[src/rtl/vector_fork_sequencer_if.sv]
// Operand-capture and chunk-stream signals of the vector fork sequencer.
// The sequencer itself uses the slave modport; the requester/ALU side uses master.
interface vector_fork_sequencer_if #(
   parameter int N     = 32,
   parameter int V     = 20,
   parameter int LANES = 4
);
   localparam int NCHUNK = (V + LANES - 1) / LANES;
   localparam int CW     = (NCHUNK > 1) ? $clog2(NCHUNK) : 1;

   logic                      start;
   logic [1:0]                op_type;
   logic [V-1:0][N-1:0]       rd1_vec;
   logic [V-1:0][N-1:0]       rd2_vec;
   logic [N-1:0]              scalar;
   logic                      ready;
   logic                      valid;
   logic [LANES-1:0][N-1:0]   vec_a;
   logic [LANES-1:0][N-1:0]   vec_b;
   logic [LANES-1:0]          lane_mask;
   logic [CW-1:0]             chunk_idx;
   logic                      last;
   logic                      busy;
   logic                      done;
   logic                      err;

   modport master (
      output start, op_type, rd1_vec, rd2_vec, scalar, ready,
      input  valid, vec_a, vec_b, lane_mask, chunk_idx, last, busy, done, err
   );

   modport slave (
      input  start, op_type, rd1_vec, rd2_vec, scalar, ready,
      output valid, vec_a, vec_b, lane_mask, chunk_idx, last, busy, done, err
   );
endinterface

[src/rtl/vector_fork_sequencer.sv]
// Latches two V-element vectors plus a scalar and streams them as LANES-wide chunk pairs.
// Optional macro FORK_SCALAR_SWAP_EN makes op type 11 (scalar-vector) legal.
module vector_fork_sequencer #(
   parameter int N     = 32,
   parameter int V     = 20,
   parameter int LANES = 4
) (
   input  logic                   clk,
   input  logic                   rst,
   vector_fork_sequencer_if.slave bus
);
   localparam int NCHUNK = (V + LANES - 1) / LANES;
   localparam int CW     = (NCHUNK > 1) ? $clog2(NCHUNK) : 1;
   localparam int EW     = (V > 1) ? $clog2(V) : 1;
   localparam logic [CW-1:0] LAST_IDX = CW'(NCHUNK - 1);

   typedef enum logic {IDLE, RUN} state_t;

   state_t                    state_q, state_d;
   logic [CW-1:0]             idx_q, idx_d;
   logic [1:0]                op_q, op_d;
   logic [V-1:0][N-1:0]       rd1_q, rd1_d;
   logic [V-1:0][N-1:0]       rd2_q, rd2_d;
   logic [N-1:0]              scalar_q, scalar_d;

   logic                      valid_q, valid_d;
   logic [LANES-1:0][N-1:0]   a_q, a_d;
   logic [LANES-1:0][N-1:0]   b_q, b_d;
   logic [LANES-1:0]          mask_q, mask_d;
   logic [CW-1:0]             cidx_q, cidx_d;
   logic                      last_q, last_d;
   logic                      busy_q, busy_d;
   logic                      done_q, done_d;
   logic                      err_q, err_d;

   function automatic logic op_legal(input logic [1:0] op);
`ifdef FORK_SCALAR_SWAP_EN
      return op != 2'b00;
`else
      return (op == 2'b01) || (op == 2'b10);
`endif
   endfunction

   always_comb begin
      int            e;
      logic [EW-1:0] ei;
      state_d  = state_q;
      idx_d    = idx_q;
      op_d     = op_q;
      rd1_d    = rd1_q;
      rd2_d    = rd2_q;
      scalar_d = scalar_q;
      done_d   = 1'b0;
      err_d    = 1'b0;
      e        = 0;
      ei       = '0;

      case (state_q)
         IDLE: begin
            if (bus.start) begin
               if (op_legal(bus.op_type)) begin
                  op_d     = bus.op_type;
                  rd1_d    = bus.rd1_vec;
                  rd2_d    = bus.rd2_vec;
                  scalar_d = bus.scalar;
                  idx_d    = '0;
                  state_d  = RUN;
               end else begin
                  err_d = 1'b1;
               end
            end
         end
         RUN: begin
            if (valid_q && bus.ready) begin
               if (idx_q == LAST_IDX) begin
                  state_d = IDLE;
                  done_d  = 1'b1;
               end else begin
                  idx_d = idx_q + 1'b1;
               end
            end
         end
         default: state_d = IDLE;
      endcase

      // Output stage: build the chunk that will be presented after this edge
      valid_d = (state_d == RUN);
      busy_d  = (state_d != IDLE);
      cidx_d  = valid_d ? idx_d : '0;
      last_d  = valid_d && (idx_d == LAST_IDX);
      a_d     = '0;
      b_d     = '0;
      mask_d  = '0;
      if (valid_d) begin
         for (int l = 0; l < LANES; l++) begin
            e = int'(idx_d) * LANES + l;
            if (e < V) begin
               ei        = EW'(e);
               mask_d[l] = 1'b1;
               case (op_d)
                  2'b01: begin
                     a_d[l] = rd1_d[ei];
                     b_d[l] = rd2_d[ei];
                  end
                  2'b10: begin
                     a_d[l] = rd1_d[ei];
                     b_d[l] = scalar_d;
                  end
                  2'b11: begin
                     a_d[l] = scalar_d;
                     b_d[l] = rd2_d[ei];
                  end
                  default: begin
                     a_d[l] = '0;
                     b_d[l] = '0;
                  end
               endcase
            end
         end
      end
   end

   always_ff @(posedge clk) begin
      if (rst) begin
         state_q  <= IDLE;
         idx_q    <= '0;
         op_q     <= '0;
         rd1_q    <= '0;
         rd2_q    <= '0;
         scalar_q <= '0;
         valid_q  <= 1'b0;
         a_q      <= '0;
         b_q      <= '0;
         mask_q   <= '0;
         cidx_q   <= '0;
         last_q   <= 1'b0;
         busy_q   <= 1'b0;
         done_q   <= 1'b0;
         err_q    <= 1'b0;
      end else begin
         state_q  <= state_d;
         idx_q    <= idx_d;
         op_q     <= op_d;
         rd1_q    <= rd1_d;
         rd2_q    <= rd2_d;
         scalar_q <= scalar_d;
         valid_q  <= valid_d;
         a_q      <= a_d;
         b_q      <= b_d;
         mask_q   <= mask_d;
         cidx_q   <= cidx_d;
         last_q   <= last_d;
         busy_q   <= busy_d;
         done_q   <= done_d;
         err_q    <= err_d;
      end
   end

   assign bus.valid     = valid_q;
   assign bus.vec_a     = a_q;
   assign bus.vec_b     = b_q;
   assign bus.lane_mask = mask_q;
   assign bus.chunk_idx = cidx_q;
   assign bus.last      = last_q;
   assign bus.busy      = busy_q;
   assign bus.done      = done_q;
   assign bus.err       = err_q;
endmodule

[src/flat_wrapper.sv]
// flat-port wrapper written by rule: the top's interface ports become plain ports
module vector_fork_sequencer_flat 
#(
   parameter int N     = 32,
   parameter int V     = 20,
   parameter int LANES = 4
)
  (clk, rst, bus_start, bus_op_type, bus_rd1_vec, bus_rd2_vec, bus_scalar, bus_ready, bus_valid, bus_vec_a, bus_vec_b, bus_lane_mask, bus_chunk_idx, bus_last, bus_busy, bus_done, bus_err);
  vector_fork_sequencer_if #(.N(N), .V(V), .LANES(LANES)) bus_i ();
  input  logic clk;
  input  logic rst;
  input wire logic [$bits(bus_i.start)-1:0] bus_start;
  input wire logic [$bits(bus_i.op_type)-1:0] bus_op_type;
  input wire logic [$bits(bus_i.rd1_vec)-1:0] bus_rd1_vec;
  input wire logic [$bits(bus_i.rd2_vec)-1:0] bus_rd2_vec;
  input wire logic [$bits(bus_i.scalar)-1:0] bus_scalar;
  input wire logic [$bits(bus_i.ready)-1:0] bus_ready;
  output wire logic [$bits(bus_i.valid)-1:0] bus_valid;
  output wire logic [$bits(bus_i.vec_a)-1:0] bus_vec_a;
  output wire logic [$bits(bus_i.vec_b)-1:0] bus_vec_b;
  output wire logic [$bits(bus_i.lane_mask)-1:0] bus_lane_mask;
  output wire logic [$bits(bus_i.chunk_idx)-1:0] bus_chunk_idx;
  output wire logic [$bits(bus_i.last)-1:0] bus_last;
  output wire logic [$bits(bus_i.busy)-1:0] bus_busy;
  output wire logic [$bits(bus_i.done)-1:0] bus_done;
  output wire logic [$bits(bus_i.err)-1:0] bus_err;
  assign bus_i.start = bus_start;
  assign bus_i.op_type = bus_op_type;
  assign bus_i.rd1_vec = bus_rd1_vec;
  assign bus_i.rd2_vec = bus_rd2_vec;
  assign bus_i.scalar = bus_scalar;
  assign bus_i.ready = bus_ready;
  assign bus_valid = bus_i.valid;
  assign bus_vec_a = bus_i.vec_a;
  assign bus_vec_b = bus_i.vec_b;
  assign bus_lane_mask = bus_i.lane_mask;
  assign bus_chunk_idx = bus_i.chunk_idx;
  assign bus_last = bus_i.last;
  assign bus_busy = bus_i.busy;
  assign bus_done = bus_i.done;
  assign bus_err = bus_i.err;
  vector_fork_sequencer #(.N(N), .V(V), .LANES(LANES)) u_core (.clk(clk), .rst(rst), .bus(bus_i));
endmodule
[config.mk]
export PLATFORM = sky130hd
export DESIGN_NAME = vector_fork_sequencer_flat
export DESIGN_NICKNAME = d
export VERILOG_FILES = /design/src/rtl/vector_fork_sequencer_if.sv /design/src/rtl/vector_fork_sequencer.sv /design/src/flat_wrapper.sv
export SDC_FILE = /design/constraint.sdc
export NUM_CORES = 2
export LEC_CHECK = 0
export ABC_AREA = 1
export CAP_MARGIN = 20
export CELL_PAD_IN_SITES_DETAIL_PLACEMENT = 1
export CELL_PAD_IN_SITES_GLOBAL_PLACEMENT = 2
export CORE_AREA = 4 4 612 614
export CTS_CLUSTER_DIAMETER = 50
export DETAILED_ROUTE_END_ITERATION = 7
export DIE_AREA = 0 0 616 618
export GPL_ROUTABILITY_DRIVEN = 0
export PLACE_DENSITY = 0.62
export REMOVE_ABC_BUFFERS = 1
export SYNTH_ARGS = -nofsm -noshare
export SYNTH_HDL_FRONTEND = slang
export SYNTH_SLANG_ARGS = --single-unit
[constraint.sdc]
create_clock -name clk -period 4.51 [get_ports clk]
set_clock_uncertainty 0.2 [all_clocks]
set_input_delay 0.902 -clock clk [delete_from_list [all_inputs] [get_ports clk]]
set_output_delay 0.902 -clock clk [all_outputs]
set_load 0.02 [all_outputs]
Word level (Yosys, flattened, before mapping)
Index checks and enable logic that the tools add are counted.
{"block": "op_classes", "n_addsub": 4, "multipliers": 0, "div": 0, "n_lt_le_gt_ge": 8, "n_eq_ne": 7, "shift": 0, "mux": 52, "bitwise_logic": 8, "reduce_logical": 12}
{"cell": "640-bit 2-to-1 mux", "n": 6}
{"cell": "32-bit binary-select mux with 5-bit select", "n": 6}
{"cell": "32-bit case mux with 2 select lines", "n": 8}
{"cell": "32-bit 2-to-1 mux", "n": 11}
{"cell": "32-bit binary-select mux with 3-bit select", "n": 2}
{"cell": "32-bit by 6-bit less-than comparator with 1-bit output, second input constant", "n": 3}
{"cell": "5-bit by 6-bit less-than comparator with 1-bit output, second input constant", "n": 4}
{"cell": "3-bit OR reduction", "n": 6}
{"cell": "5-bit by 2-bit adder with 6-bit output, second input constant", "n": 2}
{"cell": "3-bit 2-to-1 mux", "n": 4}
{"cell": "1-bit 2-to-1 mux", "n": 10}
{"cell": "1-bit NOT", "n": 8}
{"cell": "5-bit by 1-bit adder with 6-bit output, second input constant", "n": 1}
{"cell": "2-bit equality test, second input constant", "n": 3}
{"cell": "3-bit equality test, second input constant", "n": 2}
{"cell": "2-bit 2-to-1 mux", "n": 3}
{"cell": "3-bit case mux with 2 select lines", "n": 1}
{"cell": "2-bit OR reduction", "n": 3}
{"cell": "5-bit less-than comparator, second input constant", "n": 1}
{"cell": "2-bit by 1-bit equality test with 1-bit output, second input constant", "n": 2}
{"cell": "3-bit by 1-bit adder with 3-bit output, second input constant", "n": 1}
{"cell": "1-bit logical AND", "n": 2}
{"cell": "1-bit case mux with 2 select lines", "n": 1}
{"cell": "1-bit logical OR", "n": 1}
{"block": "word_totals", "ff_bits": 1584, "latchBits": 0, "mem_bits_rw": 0, "rom_bits": 0, "in_bits": 1318, "output_inout_bits": 268, "wordCells": 148, "memories": 0}

Longest topological paths before layout
{"block": "logic_depth", "ltp_word": 9, "depth_mapped": 16}

Worst setup path after synthesis
No wires, ideal clock.
{"block": "synth_path", "kind": "input -> register", "from": "in bus_start", "to": "reg u_core.a_q, in the netlist u_core.bus.vec_a[12]", "arrival_time_ns": 2.487, "required_ns": 4.240, "path_slack_ns": 1.753, "path_stages": 9, "path_buffers": 2, "path_cell_list": "nand2_2 -> nor2_1 -> o21ai_0 -> ha_1 -> inv_1 -> clkbuf_1 -> clkbuf_1 -> nand3_1 -> a21oi_1"}
{"block": "synth_via", "elab_chain_len": 5, "elab_cells_between_ends": 21}
{"item": "start, declared", "line": "flat_wrapper.sv:12", "source": "input wire logic [$bits(bus_i.start)-1:0] bus_start;"}
{"item": "3-bit 2-to-1 mux (tied with other cells)", "line": "vector_fork_sequencer.sv:60", "source": "if (bus.start) begin"}
{"item": "3-bit case mux with 2 select lines (tied with other cells)", "line": "vector_fork_sequencer.sv:58", "source": "case (state_q)"}
{"item": "5-bit less-than comparator (tied with other cells)", "line": "vector_fork_sequencer.sv:97", "source": "if (e < V) begin"}
{"item": "1-bit NOT (no source line) (tied with other cells)"}
{"item": "3-bit OR reduction (no source line) or 32-bit case mux with 2 select lines (tied branches)"}
{"item": "end signal, assigned", "line": "vector_fork_sequencer.sv:132", "source": "a_q <= '0;"}
{"item": "end signal, assigned", "line": "vector_fork_sequencer.sv:148", "source": "a_q <= a_d;"}
{"item": "end, declared", "line": "vector_fork_sequencer.sv:27", "source": "logic [LANES-1:0][N-1:0] a_q, a_d;"}
Several ways; a longest one is shown, not always the timed one. The select of a mux whose other input is x is not followed.
A chain may end at the register's enable or synchronous reset.

Final worst setup path
{"block": "layout_path", "from": "reg u_core.a_q, in the netlist u_core.bus.vec_a[59]", "to": "out bus_vec_a[59]"}
{"item": "end, declared", "line": "flat_wrapper.sv:19", "source": "output wire logic [$bits(bus_i.vec_a)-1:0] bus_vec_a;"}
No word-level cell between the ends.

==> results_tabular.tex <==
\begin{tabular}{lr}
\hline
Metric & Value \\
\hline
\multicolumn{2}{l}{\textbf{Die}} \\
Initial Utilization & 0.1913 \\
Die Span X & about 600 um \\
Die Height & 618 um \\
Count of boundary I/O pins & between 1,500 and 2,000 \\
Row count & around 220 \\
Die Area & approximately 0.38 sq mm \\
Placeable core area & 0.3686 sq mm \\
\multicolumn{2}{l}{\textbf{Critical path}} \\
Delay contributed by the slowest stage of the critical path & $\sim$0.73 ns \\
Crit path cell chain & clkdlybuf4s50\_1 \\
Endpoint required time on the critical path & around 3.4 ns \\
Startpoint types & register \\
CP Capture Type & output port \\
CP max-delay cell & clkdlybuf4s50\_1 \\
Buffers \& Inverters on Critical Path & 1 \\
CP Max Fanout & 1 \\
Crit-path leading delay family & buffers and inverters \\
Beginning of the worst register-to-register path & u\_core.bus.valid \\
CP Launch Point & u\_core.bus.vec\_a[59] \\
Crit Path Category & register to output port \\
Critical path data arrival time & around 2.3 ns \\
\multicolumn{2}{l}{\textbf{Power and ir drop}} \\
Switching power as a share of total power & 0.2863 \\
Power dissipated by switching net loads & about 0.013 W \\
Leakage power of the design & between 40 and 50 nW \\
Cell internal power dissipation & between 0.03 and 0.04 W \\
Logic gate share of total power & 0.156 \\
Clock share of power & 0.512 \\
Seq pwr share & 0.332 \\
Maximum vdd drop & roughly 0.00026 V \\
Power per Cell Area & roughly 440 mW/mm\^{}2 \\
\multicolumn{2}{l}{\textbf{Cells and area}} \\
Final net count & approximately 13,000 \\
Layout cell share with drive strength beyond 1 & 0.06203 \\
FILL cells & 44,760 \\
Area growth from synthesis to layout & 45.48\% \\
\multicolumn{2}{l}{\textbf{Logic synthesis}} \\
Number of warnings issued by yosys & 0 \\
Top area cells in the synthesized netlist & dfxtp\_1 45\%, nand2\_1 14\%, nand3\_1 9.1\% \\
Flip-flop and latch count after synthesis & around 1,600 \\
Leading cell type by number of instances after synthesis & nand2\_1 \\
Sequential-to-total area share from yosys stat & 0.4493 \\
Fraction of synthesis flops using an asynchronous set or reset pin & 0 \\
EDFF count, synth & 0 \\
Cell count after synthesis & 10,830 \\
Post-synthesis instance area & slightly above 0.07 sq mm \\
Main synth FF type & dfxtp\_1 \\
Commonest cells in the netlist & 2,646 x nand2\_1, 1,582 x dfxtp\_1, 1,582 x inv\_1 \\
Distinct cell type count of the synthesized netlist & 25 \\
Library cell occupying the most area in the post-synthesis netlist & dfxtp\_1 \\
Syn avg cell area & 6.510 sq um \\
Share of the synthesized area in the top cell type & 0.4493 \\
\multicolumn{2}{l}{\textbf{STA}} \\
RSZ-0062 raised after global routing & no \\
Worst hold slack after final layout & $\sim$0.25 ns \\
Measured slew at the worst slew-check pin & around 1.2 ns \\
Pins Over Slew Limit & 0 \\
Tmin final & 3.395 ns \\
Final Hold Fails & 0 \\
Count of endpoints failing setup in the final report & 0 \\
Tightest slew margin relative to the limit & 0.1904 \\
Post-Route Setup TNS & 0 ns \\
Achievable clock frequency & 0.2946 GHz \\
Period utilisation layout & 0.7528 \\
\multicolumn{2}{l}{\textbf{Clock network}} \\
CTS tree & built \\
Total of cells resized after clock tree synthesis & 0 \\
Worst-skew pair later-pin latency & a little under 0.9 ns \\
CTS buffer count & about 300 \\
Hold-fix buffer count after cts & 0 \\
Total number of clock tree sinks & around 1,600 \\
Buffers inserted during post-CTS setup optimization & 0 \\
Clock-pin slew on the worst setup and hold paths & around 0.05 ns \\
Bufs on Longest Clock Path & 4 \\
H-tree level count & 5 \\
Clock root buffer & clkbuf\_16 \\
\multicolumn{2}{l}{\textbf{Detailed routing}} \\
Via/cell ratio & around 4.3 \\
Antenna Nets Post-Route & 0 \\
Average wire per cell in the routed design & about 23 um \\
Total number of vias & between 70,000 and 80,000 \\
DRC violations left & 0 \\
Aggregate routed wire length & approximately 400 mm \\
Starting DRC count in detailed routing & around 4,300 \\
Initial DRT Pass Iterations & 7 \\
\multicolumn{2}{l}{\textbf{Global route}} \\
Top Usage Layer GRT & met2 \\
Global-route wire length before repair & between 500 and 600 mm \\
Pin count of the biggest net entering global routing & $\sim$230 \\
Via count of the first global-routing pass & 76,620 \\
Total global-route track usage & 0.2028 \\
Number of antenna violations at the first check in global routing & 160 \\
Grt total ovfl & 0 \\
GR Util met1 & 0.2437 \\
Met3 GRT Util & 0.03144 \\
Met2 usage in global routing & 0.3564 \\
\multicolumn{2}{l}{\textbf{Outcome}} \\
Outcome & completed \\
\multicolumn{2}{l}{\textbf{Place}} \\
Placed wire-length estimate after detailed placement & around 300 mm \\
Port buffer count & between 1,500 and 2,000 \\
\multicolumn{2}{l}{\textbf{Run}} \\
Number of max-cap violations & 0 \\
\multicolumn{2}{l}{\textbf{Hold path}} \\
Worst hold path class & input port to register \\
Startpoint of the worst hold path & rst \\
\hline
\end{tabular}
-- cell families (layout without fill, tap and decap cells) --
family | count (synthesis) | count (layout) | share of synthesized area
XOR/XNOR | 1 | 1 | 0.0001243
adder cells (fa/ha/maj) | 5 | 5 | 0.0008875
AO/OA/AOI/OAI | 1567 | 1567 | 0.1115
other | 0 | 68 | 0
buffers and inverters | 2372 | 3925 | 0.1314
AND/OR/NAND/NOR | 5301 | 5301 | 0.3068
flip-flops | 1582 | 1582 | 0.4493
-- layer usage --
layer	wire, um	vias up
met5	250	-
met4	16850	40
met3	16990	675
met2	201700	1834
met1	169100	36230
li1	-	36130
-- final cells by class --
type / instances / area [sq um] / share of cell area
clock buffers: 380 / 8238 / 0.08033
repair buffers: 1804 / 18610 / 0.1815
diodes: 68 / 170.2 / 0.001659
well taps: 4950 / 6193 / 0.06039
inverters: 1589 / 6025 / 0.05874
multi-input cells: 6874 / 29630 / 0.2889
flip-flops and latches: 1582 / 31670 / 0.3088
clock inverters: 152 / 2017 / 0.01967
-- state kept, by name, indices dropped and copies added, names as in the netlist, 2 cells and up --
signal	cells
u_core.bus.chunk_idx	3
u_core.bus.lane_mask	2
u_core.bus.vec_a	128
u_core.bus.vec_b	128
u_core.idx_q	3
u_core.op_q	2
u_core.rd1_q	640
u_core.rd2_q	640
u_core.scalar_q	32
-- power by group through the flow --
stage | Sequential [W] | Combinational [W] | Clock, W
2_1_floorplan | 0.0153 | 0.00571 | 0
3_5_place_dp | 0.0154 | 0.00715 | 0
3_3_place_gp | 0.0153 | 0.00704 | 0
6_report | 0.0151 | 0.00708 | 0.0232
5_1_grt | 0.0151 | 0.00791 | 0.0245
4_1_cts | 0.0151 | 0.00721 | 0.0239
-- cells in the final DEF (no fill, tap or decap), drive strengths merged --
master / count
inv: 1607
o21ai: 1306
buf: 219
nand2: 2653
clkinv: 69
nor2: 1326
o211ai: 1
a21oi: 260
nand3b: 6
clkinvlp: 33
diode: 68
xor2: 1
clkbuf: 381
nand3: 1282
or2: 32
bufinv: 32
dfxtp: 1582
clkdlybuf4s50: 1584
ha: 5
nor3: 2
-- worst paths after layout --
path	endpoint	slack (ns)	cells after the start
max	bus_vec_a[59]	1.11	1
min	u_core.rd2_q[229]	0.25	2
min reg2reg	u_core.rd1_q[62]	0.32	4
max reg2reg	u_core.bus.vec_a[81]	1.20	13
-- per-stage QoR --
step	total power (W)	area, sq um	setup WS, ns	utilization	cells
floorplan	0.02102	67200	-31.69	-	10050
global placement	0.02236	92130	0.04046	0.2499	16800
detailed placement	0.02250	92130	0.04968	0.2499	16800
CTS	0.04617	102400	0.9249	0.2778	17330
global route	0.04751	102500	0.9865	0.2781	17380
finish	0.04538	102600	1.115	0.2782	17400
Power figures use the tool's default switching activity.
